<file path="config.mk">
export PLATFORM = sky130hd
export DESIGN_NAME = fiber_dram_wb_queue_flat
export DESIGN_NICKNAME = d
export VERILOG_FILES = /design/src/rtl/fiber_dram_wb_queue_if.sv /design/src/rtl/fiber_dram_wb_queue.sv /design/src/flat_wrapper.sv
export SDC_FILE = /design/constraint.sdc
export NUM_CORES = 1
export LEC_CHECK = 0
export BUFFER_PORTS_ARGS = -buffer_cell sky130_fd_sc_hd__buf_2
export CORE_MARGIN = 2
export CORE_UTILIZATION = 30
export CTS_CLUSTER_DIAMETER = 50
export DETAILED_ROUTE_END_ITERATION = 10
export GPL_TIMING_DRIVEN = 0
export PLACE_DENSITY = 0.46
export SLEW_MARGIN = 20
export SYNTH_ARGS = -nofsm -noshare
export SYNTH_HDL_FRONTEND = slang
export SYNTH_SLANG_ARGS = --single-unit
</file>
<file path="constraint.sdc">
create_clock -name i_clk -period 10.6 [get_ports i_clk]
set_clock_uncertainty 0.2 [all_clocks]
set_input_delay 0.53 -clock i_clk [delete_from_list [all_inputs] [get_ports i_clk]]
set_output_delay 0.53 -clock i_clk [all_outputs]
set_load 0.05 [all_outputs]
</file>
<file path="src/rtl/fiber_dram_wb_queue_if.sv">
// Bundles the bank-side writeback/fill channels and the DRAM request/response
// channels of fiber_dram_wb_queue. The slave modport is the queue itself; the
// master modport is the environment (bank crossbar plus DRAM port).
interface fiber_dram_wb_queue_if #(
  parameter int DATA_WIDTH = 16,
  parameter int ADDR_WIDTH = 64
);
  logic [ADDR_WIDTH-1:0] i_wb_addr;
  logic [DATA_WIDTH-1:0] i_wb_data;
  logic                  i_wb_valid;
  logic                  o_wb_ready;
  logic [ADDR_WIDTH-1:0] i_fill_addr;
  logic                  i_fill_valid;
  logic                  o_fill_ready;
  logic [DATA_WIDTH-1:0] o_fill_data;
  logic                  o_fill_valid;
  logic                  i_fill_ready;
  logic [ADDR_WIDTH-1:0] o_mem_addr;
  logic                  o_mem_we;
  logic [DATA_WIDTH-1:0] o_mem_wdata;
  logic                  o_mem_req_valid;
  logic                  i_mem_req_ready;
  logic [DATA_WIDTH-1:0] i_mem_rdata;
  logic                  i_mem_rvalid;
  logic                  o_mem_rready;

  modport slave (
    input  i_wb_addr, i_wb_data, i_wb_valid,
    output o_wb_ready,
    input  i_fill_addr, i_fill_valid,
    output o_fill_ready, o_fill_data, o_fill_valid,
    input  i_fill_ready,
    output o_mem_addr, o_mem_we, o_mem_wdata, o_mem_req_valid,
    input  i_mem_req_ready, i_mem_rdata, i_mem_rvalid,
    output o_mem_rready
  );

  modport master (
    output i_wb_addr, i_wb_data, i_wb_valid,
    input  o_wb_ready,
    output i_fill_addr, i_fill_valid,
    input  o_fill_ready, o_fill_data, o_fill_valid,
    output i_fill_ready,
    input  o_mem_addr, o_mem_we, o_mem_wdata, o_mem_req_valid,
    output i_mem_req_ready, i_mem_rdata, i_mem_rvalid,
    input  o_mem_rready
  );
endinterface

</file>
<file path="src/rtl/fiber_dram_wb_queue.sv">
// Writeback queue between fiberBank's DRAM crossbar and the DRAM port.
// Evicted lines are buffered in a small FIFO and drained as DRAM writes; fill
// reads are forwarded from the youngest queued write to the same address, or
// else issued as a DRAM read. One fill is outstanding at a time.
// Optional build macro FIBER_WBQ_COALESCE_EN: a writeback to an address that is
// already queued overwrites that entry in place (accepted even when full).
module fiber_dram_wb_queue #(
  parameter int DATA_WIDTH = 16,
  parameter int ADDR_WIDTH = 64,
  parameter int DEPTH      = 4
) (
  input logic                  i_clk,
  input logic                  i_reset,
  fiber_dram_wb_queue_if.slave bus
);
  localparam int PW = (DEPTH > 1) ? $clog2(DEPTH) : 1;
  localparam int CW = $clog2(DEPTH + 1);
  localparam logic [CW-1:0] FULL_COUNT = CW'(DEPTH);

  typedef enum logic [2:0] {
    IDLE    = 3'd0,
    DRAIN   = 3'd1,
    RD_REQ  = 3'd2,
    RD_WAIT = 3'd3,
    RESP    = 3'd4
  } state_t;

  logic [ADDR_WIDTH-1:0] addr_q_r [DEPTH];
  logic [DATA_WIDTH-1:0] data_q_r [DEPTH];
  logic [PW-1:0]         wr_ptr_r, rd_ptr_r;
  logic [CW-1:0]         count_r, count_next_s;
  state_t                state_r;

  logic                  wb_ready_r, fill_ready_r, fill_valid_r;
  logic [DATA_WIDTH-1:0] fill_data_r, mem_wdata_r;
  logic [ADDR_WIDTH-1:0] mem_addr_r;
  logic                  mem_we_r, mem_req_valid_r, mem_rready_r;

  logic                  wb_ready_s, wb_fire_s, push_s, pop_s;
  logic                  coal_hit_s, coal_wr_s;
  logic [PW-1:0]         coal_idx_s;
  logic                  fill_hit_s;
  logic [DATA_WIDTH-1:0] fill_hit_data_s, head_data_s;

  // Search every live entry for the fill address; later (younger) matches win
  always_comb begin : fill_search
    logic m;
    m               = 1'b0;
    fill_hit_s      = 1'b0;
    fill_hit_data_s = '0;
    for (int a = 0; a < DEPTH; a++) begin
      m = (CW'(a) < count_r) && (addr_q_r[rd_ptr_r + PW'(a)] == bus.i_fill_addr);
      fill_hit_s      = fill_hit_s | m;
      fill_hit_data_s = m ? data_q_r[rd_ptr_r + PW'(a)] : fill_hit_data_s;
    end
  end

`ifdef FIBER_WBQ_COALESCE_EN
  // Find a queued entry the incoming writeback may overwrite; the head is
  // excluded while it is being presented to DRAM so its payload stays stable
  always_comb begin : coal_search
    logic m;
    m          = 1'b0;
    coal_hit_s = 1'b0;
    coal_idx_s = '0;
    for (int a = 0; a < DEPTH; a++) begin
      m = (CW'(a) < count_r) && (addr_q_r[rd_ptr_r + PW'(a)] == bus.i_wb_addr) &&
          !((a == 0) && (state_r == DRAIN));
      coal_hit_s = coal_hit_s | m;
      coal_idx_s = m ? (rd_ptr_r + PW'(a)) : coal_idx_s;
    end
  end
  assign wb_ready_s = wb_ready_r | coal_hit_s;
`else
  assign coal_hit_s = 1'b0;
  assign coal_idx_s = '0;
  assign wb_ready_s = wb_ready_r;
`endif

  assign wb_fire_s = bus.i_wb_valid & wb_ready_s;
  assign push_s    = wb_fire_s & ~coal_hit_s;
  assign coal_wr_s = wb_fire_s & coal_hit_s;
  assign pop_s     = (state_r == DRAIN) & mem_req_valid_r & bus.i_mem_req_ready;

  // A coalescing write to the head in the same cycle the drain starts must
  // reach DRAM, so forward it into the drain payload
  assign head_data_s = (coal_wr_s && (coal_idx_s == rd_ptr_r)) ? bus.i_wb_data
                                                               : data_q_r[rd_ptr_r];

  // Occupancy after this cycle's push/pop
  always_comb begin
    count_next_s = count_r;
    case ({push_s, pop_s})
      2'b10:   count_next_s = count_r + CW'(1);
      2'b01:   count_next_s = count_r - CW'(1);
      default: count_next_s = count_r;
    endcase
  end

  // Writeback FIFO storage, pointers and occupancy
  always_ff @(posedge i_clk) begin
    if (i_reset) begin
      wr_ptr_r <= '0;
      rd_ptr_r <= '0;
      count_r  <= '0;
      for (int i = 0; i < DEPTH; i++) begin
        addr_q_r[i] <= '0;
        data_q_r[i] <= '0;
      end
    end else begin
      if (push_s) begin
        addr_q_r[wr_ptr_r] <= bus.i_wb_addr;
        data_q_r[wr_ptr_r] <= bus.i_wb_data;
        wr_ptr_r           <= wr_ptr_r + PW'(1);
      end
      if (coal_wr_s) begin
        data_q_r[coal_idx_s] <= bus.i_wb_data;
      end
      if (pop_s) begin
        rd_ptr_r <= rd_ptr_r + PW'(1);
      end
      count_r <= count_next_s;
    end
  end

  // Control FSM with registered bank- and DRAM-side outputs
  always_ff @(posedge i_clk) begin
    if (i_reset) begin
      state_r         <= IDLE;
      wb_ready_r      <= 1'b1;
      fill_ready_r    <= 1'b0;
      fill_valid_r    <= 1'b0;
      fill_data_r     <= '0;
      mem_addr_r      <= '0;
      mem_we_r        <= 1'b0;
      mem_wdata_r     <= '0;
      mem_req_valid_r <= 1'b0;
      mem_rready_r    <= 1'b0;
    end else begin
      wb_ready_r <= (count_next_s != FULL_COUNT);
      case (state_r)
        IDLE: begin
          if (count_r == FULL_COUNT) begin
            fill_ready_r    <= 1'b0;
            mem_req_valid_r <= 1'b1;
            mem_we_r        <= 1'b1;
            mem_addr_r      <= addr_q_r[rd_ptr_r];
            mem_wdata_r     <= head_data_s;
            state_r         <= DRAIN;
          end else if (bus.i_fill_valid && fill_ready_r) begin
            fill_ready_r <= 1'b0;
            if (fill_hit_s) begin
              fill_data_r  <= fill_hit_data_s;
              fill_valid_r <= 1'b1;
              state_r      <= RESP;
            end else begin
              mem_addr_r      <= bus.i_fill_addr;
              mem_we_r        <= 1'b0;
              mem_req_valid_r <= 1'b1;
              state_r         <= RD_REQ;
            end
          end else if (count_r != '0) begin
            fill_ready_r    <= 1'b0;
            mem_req_valid_r <= 1'b1;
            mem_we_r        <= 1'b1;
            mem_addr_r      <= addr_q_r[rd_ptr_r];
            mem_wdata_r     <= head_data_s;
            state_r         <= DRAIN;
          end else begin
            fill_ready_r <= (count_next_s != FULL_COUNT);
          end
        end
        DRAIN: begin
          if (bus.i_mem_req_ready) begin
            mem_req_valid_r <= 1'b0;
            mem_we_r        <= 1'b0;
            fill_ready_r    <= (count_next_s != FULL_COUNT);
            state_r         <= IDLE;
          end
        end
        RD_REQ: begin
          if (bus.i_mem_req_ready) begin
            mem_req_valid_r <= 1'b0;
            mem_rready_r    <= 1'b1;
            state_r         <= RD_WAIT;
          end
        end
        RD_WAIT: begin
          if (bus.i_mem_rvalid) begin
            fill_data_r  <= bus.i_mem_rdata;
            fill_valid_r <= 1'b1;
            mem_rready_r <= 1'b0;
            state_r      <= RESP;
          end
        end
        RESP: begin
          if (bus.i_fill_ready) begin
            fill_valid_r <= 1'b0;
            fill_ready_r <= (count_next_s != FULL_COUNT);
            state_r      <= IDLE;
          end
        end
        default: begin
          state_r         <= IDLE;
          fill_ready_r    <= 1'b0;
          fill_valid_r    <= 1'b0;
          mem_req_valid_r <= 1'b0;
          mem_we_r        <= 1'b0;
          mem_rready_r    <= 1'b0;
        end
      endcase
    end
  end

  assign bus.o_wb_ready      = wb_ready_s;
  assign bus.o_fill_ready    = fill_ready_r;
  assign bus.o_fill_data     = fill_data_r;
  assign bus.o_fill_valid    = fill_valid_r;
  assign bus.o_mem_addr      = mem_addr_r;
  assign bus.o_mem_we        = mem_we_r;
  assign bus.o_mem_wdata     = mem_wdata_r;
  assign bus.o_mem_req_valid = mem_req_valid_r;
  assign bus.o_mem_rready    = mem_rready_r;
endmodule
</file>
<file path="src/flat_wrapper.sv">
// flat-port wrapper written by rule: the top's interface ports become plain ports
module fiber_dram_wb_queue_flat 
#(
  parameter int DATA_WIDTH = 16,
  parameter int ADDR_WIDTH = 64,
  parameter int DEPTH      = 4
)
  (i_clk, i_reset, bus_i_wb_addr, bus_i_wb_data, bus_i_wb_valid, bus_o_wb_ready, bus_i_fill_addr, bus_i_fill_valid, bus_o_fill_ready, bus_o_fill_data, bus_o_fill_valid, bus_i_fill_ready, bus_o_mem_addr, bus_o_mem_we, bus_o_mem_wdata, bus_o_mem_req_valid, bus_i_mem_req_ready, bus_i_mem_rdata, bus_i_mem_rvalid, bus_o_mem_rready);
  fiber_dram_wb_queue_if #(.DATA_WIDTH(DATA_WIDTH), .ADDR_WIDTH(ADDR_WIDTH)) bus_i ();
  input logic i_clk;
  input logic i_reset;
  input wire logic [$bits(bus_i.i_wb_addr)-1:0] bus_i_wb_addr;
  input wire logic [$bits(bus_i.i_wb_data)-1:0] bus_i_wb_data;
  input wire logic [$bits(bus_i.i_wb_valid)-1:0] bus_i_wb_valid;
  output wire logic [$bits(bus_i.o_wb_ready)-1:0] bus_o_wb_ready;
  input wire logic [$bits(bus_i.i_fill_addr)-1:0] bus_i_fill_addr;
  input wire logic [$bits(bus_i.i_fill_valid)-1:0] bus_i_fill_valid;
  output wire logic [$bits(bus_i.o_fill_ready)-1:0] bus_o_fill_ready;
  output wire logic [$bits(bus_i.o_fill_data)-1:0] bus_o_fill_data;
  output wire logic [$bits(bus_i.o_fill_valid)-1:0] bus_o_fill_valid;
  input wire logic [$bits(bus_i.i_fill_ready)-1:0] bus_i_fill_ready;
  output wire logic [$bits(bus_i.o_mem_addr)-1:0] bus_o_mem_addr;
  output wire logic [$bits(bus_i.o_mem_we)-1:0] bus_o_mem_we;
  output wire logic [$bits(bus_i.o_mem_wdata)-1:0] bus_o_mem_wdata;
  output wire logic [$bits(bus_i.o_mem_req_valid)-1:0] bus_o_mem_req_valid;
  input wire logic [$bits(bus_i.i_mem_req_ready)-1:0] bus_i_mem_req_ready;
  input wire logic [$bits(bus_i.i_mem_rdata)-1:0] bus_i_mem_rdata;
  input wire logic [$bits(bus_i.i_mem_rvalid)-1:0] bus_i_mem_rvalid;
  output wire logic [$bits(bus_i.o_mem_rready)-1:0] bus_o_mem_rready;
  assign bus_i.i_wb_addr = bus_i_wb_addr;
  assign bus_i.i_wb_data = bus_i_wb_data;
  assign bus_i.i_wb_valid = bus_i_wb_valid;
  assign bus_o_wb_ready = bus_i.o_wb_ready;
  assign bus_i.i_fill_addr = bus_i_fill_addr;
  assign bus_i.i_fill_valid = bus_i_fill_valid;
  assign bus_o_fill_ready = bus_i.o_fill_ready;
  assign bus_o_fill_data = bus_i.o_fill_data;
  assign bus_o_fill_valid = bus_i.o_fill_valid;
  assign bus_i.i_fill_ready = bus_i_fill_ready;
  assign bus_o_mem_addr = bus_i.o_mem_addr;
  assign bus_o_mem_we = bus_i.o_mem_we;
  assign bus_o_mem_wdata = bus_i.o_mem_wdata;
  assign bus_o_mem_req_valid = bus_i.o_mem_req_valid;
  assign bus_i.i_mem_req_ready = bus_i_mem_req_ready;
  assign bus_i.i_mem_rdata = bus_i_mem_rdata;
  assign bus_i.i_mem_rvalid = bus_i_mem_rvalid;
  assign bus_o_mem_rready = bus_i.o_mem_rready;
  fiber_dram_wb_queue #(.DATA_WIDTH(DATA_WIDTH), .ADDR_WIDTH(ADDR_WIDTH), .DEPTH(DEPTH)) u_core (.i_clk(i_clk), .i_reset(i_reset), .bus(bus_i));
endmodule
</file>
==> results of run 1 <==
==> per-layer routing <==
layer / part of all wire (%) / routed length, um / track usage (%) / up-vias
li1: - / - / - / 11400
met5: 0.0096 / 18 / 0 / -
met3: 8.9 / 16700 / 9.29 / 454
met4: 7.7 / 14300 / 22.9 / 2
met1: 39 / 72500 / 43.2 / 14100
met2: 45 / 83500 / 55.5 / 1801
==> per-stage QoR <==
step / util (%) / cells / area (um^2) / hold WS, ps / total power [uW]
floorplan: - / 2799 / 30500 / 335 / 3200
global placement: 33.1 / 4372 / 33200 / 246 / 3980
detailed placement: 33.6 / 4391 / 33700 / 248 / 3980
CTS: 36.5 / 4579 / 36600 / 0.431 / 6170
global route: 36.5 / 4580 / 36600 / 9.46 / 6330
finish: 36.5 / 4583 / 36600 / 9.41 / 6180
==> area by class of cell <==
type                            count  area, um^2
Antenna cell                        3        7.51
Buffer                            266        1280
Clock buffer                       72        1700
Clock inverter                     46         454
Fill cell                       10100       63700
Inverter                          143         537
Multi-Input combinational cell   1956       16800
Sequential cell                   434       11900
Tap cell                         1357        1700
Timing Repair Buffer              306        2190
==> where the power goes <==
part           total [uW]  switching [uW]  internal [uW]
Combinational        1840            1290            552
Clock                2170             867           1300
Sequential           2180             174           2010
Total                6180            2330           3860
==> sequential cells by signal (all words and copies together), names as in the netlist, 2 cells and up, named ones only <==
| register | cells |
|---|---|
| u_core.rd_ptr_r | 2 |
| u_core.state_r | 3 |
| u_core.bus.o_fill_data | 16 |
| u_core.wr_ptr_r | 2 |
| u_core.data_q_r | 64 |
| u_core.bus.o_mem_wdata | 16 |
| u_core.count_r | 3 |
| u_core.addr_q_r | 256 |
| u_core.bus.o_mem_addr | 64 |
==> cells in the mapped netlist (all sizes together) (33+ instances only) <==
library cell	number	share of area [%]
nor2	235	2.9
and2	96	2.0
nand2	199	2.5
nand3	37	0.61
o22ai	33	0.68
inv	143	1.8
a311oi	65	1.9
clkbuf	160	2.0
edfxtp	320	32
mux2i	235	7.7
nand4	50	1.0
dfxtp	114	7.5
buf	106	2.2
a21oi	99	1.6
o21ai	65	1.1
xnor2	168	4.8
mux4	212	16
==> worst paths after layout <==
| kind | start | to | slack [ps] |
|---|---|---|---|
| worst max-delay path | u_core.rd_ptr_r[1]$_SDFFE_PP0P_ | u_core.bus.o_fill_data[5]$_SDFFE_PP0P_ | 2860 |
| worst min-delay path | bus_i_wb_addr[21] | u_core.addr_q_r[0][21]$_SDFFCE_PN0P_ | 9 |
| worst max register to register | u_core.rd_ptr_r[1]$_SDFFE_PP0P_ | u_core.bus.o_fill_data[5]$_SDFFE_PP0P_ | 2860 |
| worst min register to register | u_core.bus.o_fill_valid$_SDFFE_PP0P_ | u_core.bus.o_fill_valid$_SDFFE_PP0P_ | 250 |
==> critical path, stage by stage, from the launching register on <==
cell      delay [ps]
dfxtp_1          310
buf_4            320
buf_2            480
buf_2            620
buf_2            650
buf_2            630
mux4_2           410
xnor2_1          890
nand4_1          540
nor4_2           830
nand3_1          630
clkbuf_1         420
nor3b_1          280
o22ai_1          120
a221oi_1         250
==> kinds of logic (layout without fill, tap and decap cells) <==
family          count (synthesis)  in the layout  synth area share, %
compound gates                482            482                 11.5
other cells                     0              3                    0
simple gates                  801            801                 13.2
fa+ha+maj                       7              7                0.288
buf+inv                       409            833                 5.95
flops                         434            434                 39.1
mux                           478            478                 24.6
xor+xnor                      188            188                 5.41
==> flow_summary.ini, run 1 <==
[routing]
dr_total_vias = 27700
drt_iter0_drc = 3258
drcViolationCount = 0
routedWlPerCell_um = 40.8
ant_nets = 0
first_pass_iters = 6
via_per_inst = 6.05
wirelength_um = 187000

[logic_synthesis]
ys_ff_latch = 434
syn-num-nets = 2973
ys_warn_count = 0
netlist_area_mm2 = 0.0305
ys_types = 85
avgSynthCellArea_um2 = 10.9
synth-edff-count = 320
ys.flop_type = edfxtp_1
synthArstFlopShare_pct = 0
seq_area_frac_synth_pct = 39.1
synth_cells = 2799

[place]
place.gp.congestion = 1.07
hpwlAfterDp_um = 152000
io_buffers = 216
dp_slack_ps = 3310

[sta]
report.final.slew_viol_count = 0
slew_headroom_pct = 9.20
fin_ws_ps = 2860
fin_crit_sh_pct = 73.0
finalSetupTns_ps = 0
hold_violations = 0
max_freq_ghz = 0.129
finalSetupViolCount = 0
rsz0062_at_grt = no
period_needed_ps = 7740
tightestPinTransition_ps = 1320

[layout]
final_nets = 3347
area_growth_pct = 20.1
final_cell_mix = edfxtp_1, buf_2, nor2_1, mux2i_1, mux4_2
final_common_cell = edfxtp_1
final_layout_size_suffix_gt1_share_pct = 22.0

[clocking]
cts_made_buffers = 66
cts_setup_buffers = 0
cts_buffer_depth = 3
clk_latency_ps = 650
ctsHoldBuffers = 70
cts_tree = yes
cts.sinks = 434
htreeDepth = 3
clkTransAtPathRegs_ps = 60
cts_resized = 0
cts_root_buf = clkbuf_16

[power]
p_leak_uw = 0.0134
peakVddDrop_mv = 0.0951
powerDensity_mw_per_mm2 = 169

[global_routing]
grt_use_total_pct = 35.5
antenna_found_initial = 6
grt_pass1_vias = 27500
grt_max_degree = 46
grt-ovfl-total = 0
grt_pass1_wl_um = 245000

[critical_path]
rr_worst_depth = 14
worstPathArrival_ps = 8090
critPathMaxFanout = 10
required_ps = 10950
critPathCaptureType = flop
startpoint_type = flop
critPathKind = flop to flop

[worst_hold_path]
hold_class = input pin to flop
min_path_cells = 2

[die]
rows = 116
die-height_um = 323
fp.dieW_um = 323
pin_count = 269
start_util_pct = 30.4
fp.coreArea_mm2 = 0.100
die_area_mm2 = 0.104

[outcome]
outcome = complete, no violations

[run]
maxCapViolCount = 0
Power figures use the tool's default switching activity.
==> run 2: changes to the inputs <==
- PLACE_DENSITY: 0.46 -> 0.47
- clock period: 10.6 -> 6.41 ns (I/O delays scaled with it)
==> run 2 against run 1 <==
The run now ends with setup timing left; count of clock-buffer cells in the layout rose by 6; fmax rose by 17%; clock power rose by 73%; worst setup slack got worse by 3100 ps; core utilization rose by 0.60 points; sequential share of layout area fell by 0.53 points; final cell count rose by 0.87%; register-to-register slack got worse by 3100 ps; critical path depth did not move; wire length rose by 2.3%; combinational power rose by 68%; highest routed layer unchanged.
==> flow_summary.ini, run 2 (synthesis gave the netlist of run 1 again) <==
[critical_path]
path_common_cell = buf_4
r2r_slack_ps = -200
critPathCaptureType = flop
rr_endpoint = u_core.bus.o_fill_data[10]$_SDFFE_PP0P_
worstPathArrival_ps = 6980
path_cells = buf_4 -> buf_2 -> buf_4 -> buf_2 -> buf_4 -> mux4_2 -> xnor2_1 -> nand4_1 -> nor4_2 -> nand3_1 -> clkbuf_1 -> nor3b_1 -> o22ai_1 -> a221oi_2
startpoint = u_core.rd_ptr_r[1]$_SDFFE_PP0P_
required_ps = 6780
slowest_stage = xnor2_1
rr_worst_depth = 14
max_stage_delay_ps = 740
reg2reg_from = u_core.rd_ptr_r[1]$_SDFFE_PP0P_
startpoint_type = flop
critPathMaxFanout = 10
critPathKind = flop to flop

[die]
fp.dieW_um = 323
rows = 116
die_area_mm2 = 0.104
die-height_um = 323
pin_count = 269
start_util_pct = 30.4
fp.coreArea_mm2 = 0.100

[sta]
fin_crit_sh_pct = 103
fin_ws_ps = -197
max_freq_ghz = 0.151
rsz0062_at_grt = no
whs_ps = 82.1
finalSetupViolCount = 76
slew_headroom_pct = 12.5
period_needed_ps = 6610
tightestPinTransition_ps = 1280
hold_violations = 0
report.final.slew_viol_count = 0

[clocking]
clk_latency_ps = 660
clkTransAtPathRegs_ps = 50
htreeDepth = 3
cts_root_buf = clkbuf_16
cts.sinks = 434
cts_buffer_depth = 3
cts_made_buffers = 68
cts_tree = yes

[power]
peakVddDrop_mv = 0.162
p_leak_uw = 0.0137
powerDensity_mw_per_mm2 = 281
finalPower_uw = 10500

[layout]
utilization_pct = 37.1
largest_register_ffs = 256
largest_register = u_core.addr_q_r
final_common_cell = edfxtp_1
design_area_mm2 = 0.0372
fin_cells = 4623
final_cell_mix = edfxtp_1, buf_2, nor2_1, mux2i_1, mux4_2
final_layout_size_suffix_gt1_share_pct = 22.4
area_growth_pct = 22.1
final_nets = 3384
fillCellCount = 10100

[routing]
met2WireLength_um = 86500
drt_iter0_drc = 3555
wirelength_um = 191000
routedWlPerCell_um = 41.4
drcViolationCount = 0
dr_wl_met3_um = 16900
ant_nets = 0
wl_met1_um = 75100
dr_total_vias = 28100
first_pass_iters = 6
via_per_inst = 6.08
top_layer_used = met5

[place]
io_buffers = 216
hpwlAfterDp_um = 155000
place.gp.congestion = 1.11
placed_cells = 4391
placedInstanceArea_mm2 = 0.0337

[outcome]
violations = setup timing
outcome = finished with violations

[global_routing]
grt_pass1_wl_um = 251000
grt_pass1_vias = 27800
grt_max_degree = 46
grt-ovfl-total = 0
antenna_found_initial = 8
grt_use_total_pct = 36.3

[worst_hold_path]
hold_path.startpoint = bus_i_fill_addr[60]
whs_endpoint = u_core.bus.o_mem_addr[60]$_SDFFE_PP0P_
min_path_cells = 3
hold_class = input pin to flop

[run]
maxCapViolCount = 0
-- run 2: changes by cell type in the layout (fill, tap and decap cells not counted), moves of 2 or more --
cell	delta
inv_6	-2
nor4_2	-2
mux2i_2	+5
nor4_4	+2
buf_4	+7
clkbuf_8	+3
clkbuf_16	+3
xnor2_2	+4
buf_2	-4
clkinv_8	+2
mux2i_1	-6
clkinv_2	-2
dlygate4sd3_1	+30
xnor2_1	-4
-- run 2: worst max path at each step --
stage | slack (ps) | end | cells past startpoint
3_5_place_dp | -600 | u_core.bus.o_fill_data[10]$_SDFFE_PP0P_ | 14
6_report | -200 | u_core.bus.o_fill_data[10]$_SDFFE_PP0P_ | 14
3_3_place_gp | -2920 | u_core.addr_q_r[1][20]$_SDFFCE_PN0P_ | 3
2_1_floorplan | 1030 | u_core.addr_q_r[1][0]$_SDFFCE_PN0P_ | 2
5_1_grt | 20 | u_core.bus.o_mem_addr[54]$_SDFFE_PP0P_ | 14
4_1_cts | 2 | u_core.bus.o_fill_data[14]$_SDFFE_PP0P_ | 14
-- run 2: repair_timing --
action                     CTS  global route
hold endpoints to repair   344             0
pin swaps                    2             0
buffers inserted             6             0
resized for setup           10             8
setup endpoints to repair   85            72
hold buffers               100             0
-- run 2: worst max-delay path: cells and delay by family, from the launching register on --
family,cells,cell delay [ps]
buf+inv,6,2670
simple gates,4,1770
xor+xnor,1,740
compound gates,2,400
mux,1,390
flops,1,300
-- run 2: area by class of cell --
| type | count | area (um^2) | area share [%] |
|---|---|---|---|
| multi-input cells | 1956 | 16900 | 45.5 |
| inverters | 143 | 537 | 1.44 |
| flip-flops and latches | 434 | 11900 | 32.0 |
| clock inverters | 44 | 479 | 1.29 |
| repair buffers | 341 | 2540 | 6.84 |
| clock buffers | 78 | 1810 | 4.87 |
| plain buffers | 266 | 1290 | 3.48 |
| diodes | 4 | 10.0 | 0.0269 |
| well taps | 1357 | 1700 | 4.57 |
-- run 2: report_power, final --
part	leakage (uW)	internal [uW]	switching, uW	total, uW
Sequential	0.00427	3320	286	3600
Clock	0.00110	2300	1450	3760
Combinational	0.00834	928	2170	3090
Total	0.0137	6550	3900	10500
-- run 2: per-layer routing --
metal | vias to the layer above | track usage [%]
met5 | - | 0
met4 | 8 | 21.0
met3 | 476 | 9.29
met2 | 1742 | 57.5
met1 | 14400 | 44.8
li1 | 11500 | -
-- run 2: per-stage QoR --
step	setup slack (ps)	setup TNS, ps
3_5_place_dp	-604	-41260
5_1_grt	17.3	0
6_report	-197	-6330
3_3_place_gp	-2920	-743280
4_1_cts	1.75	0
2_1_floorplan	1030	0
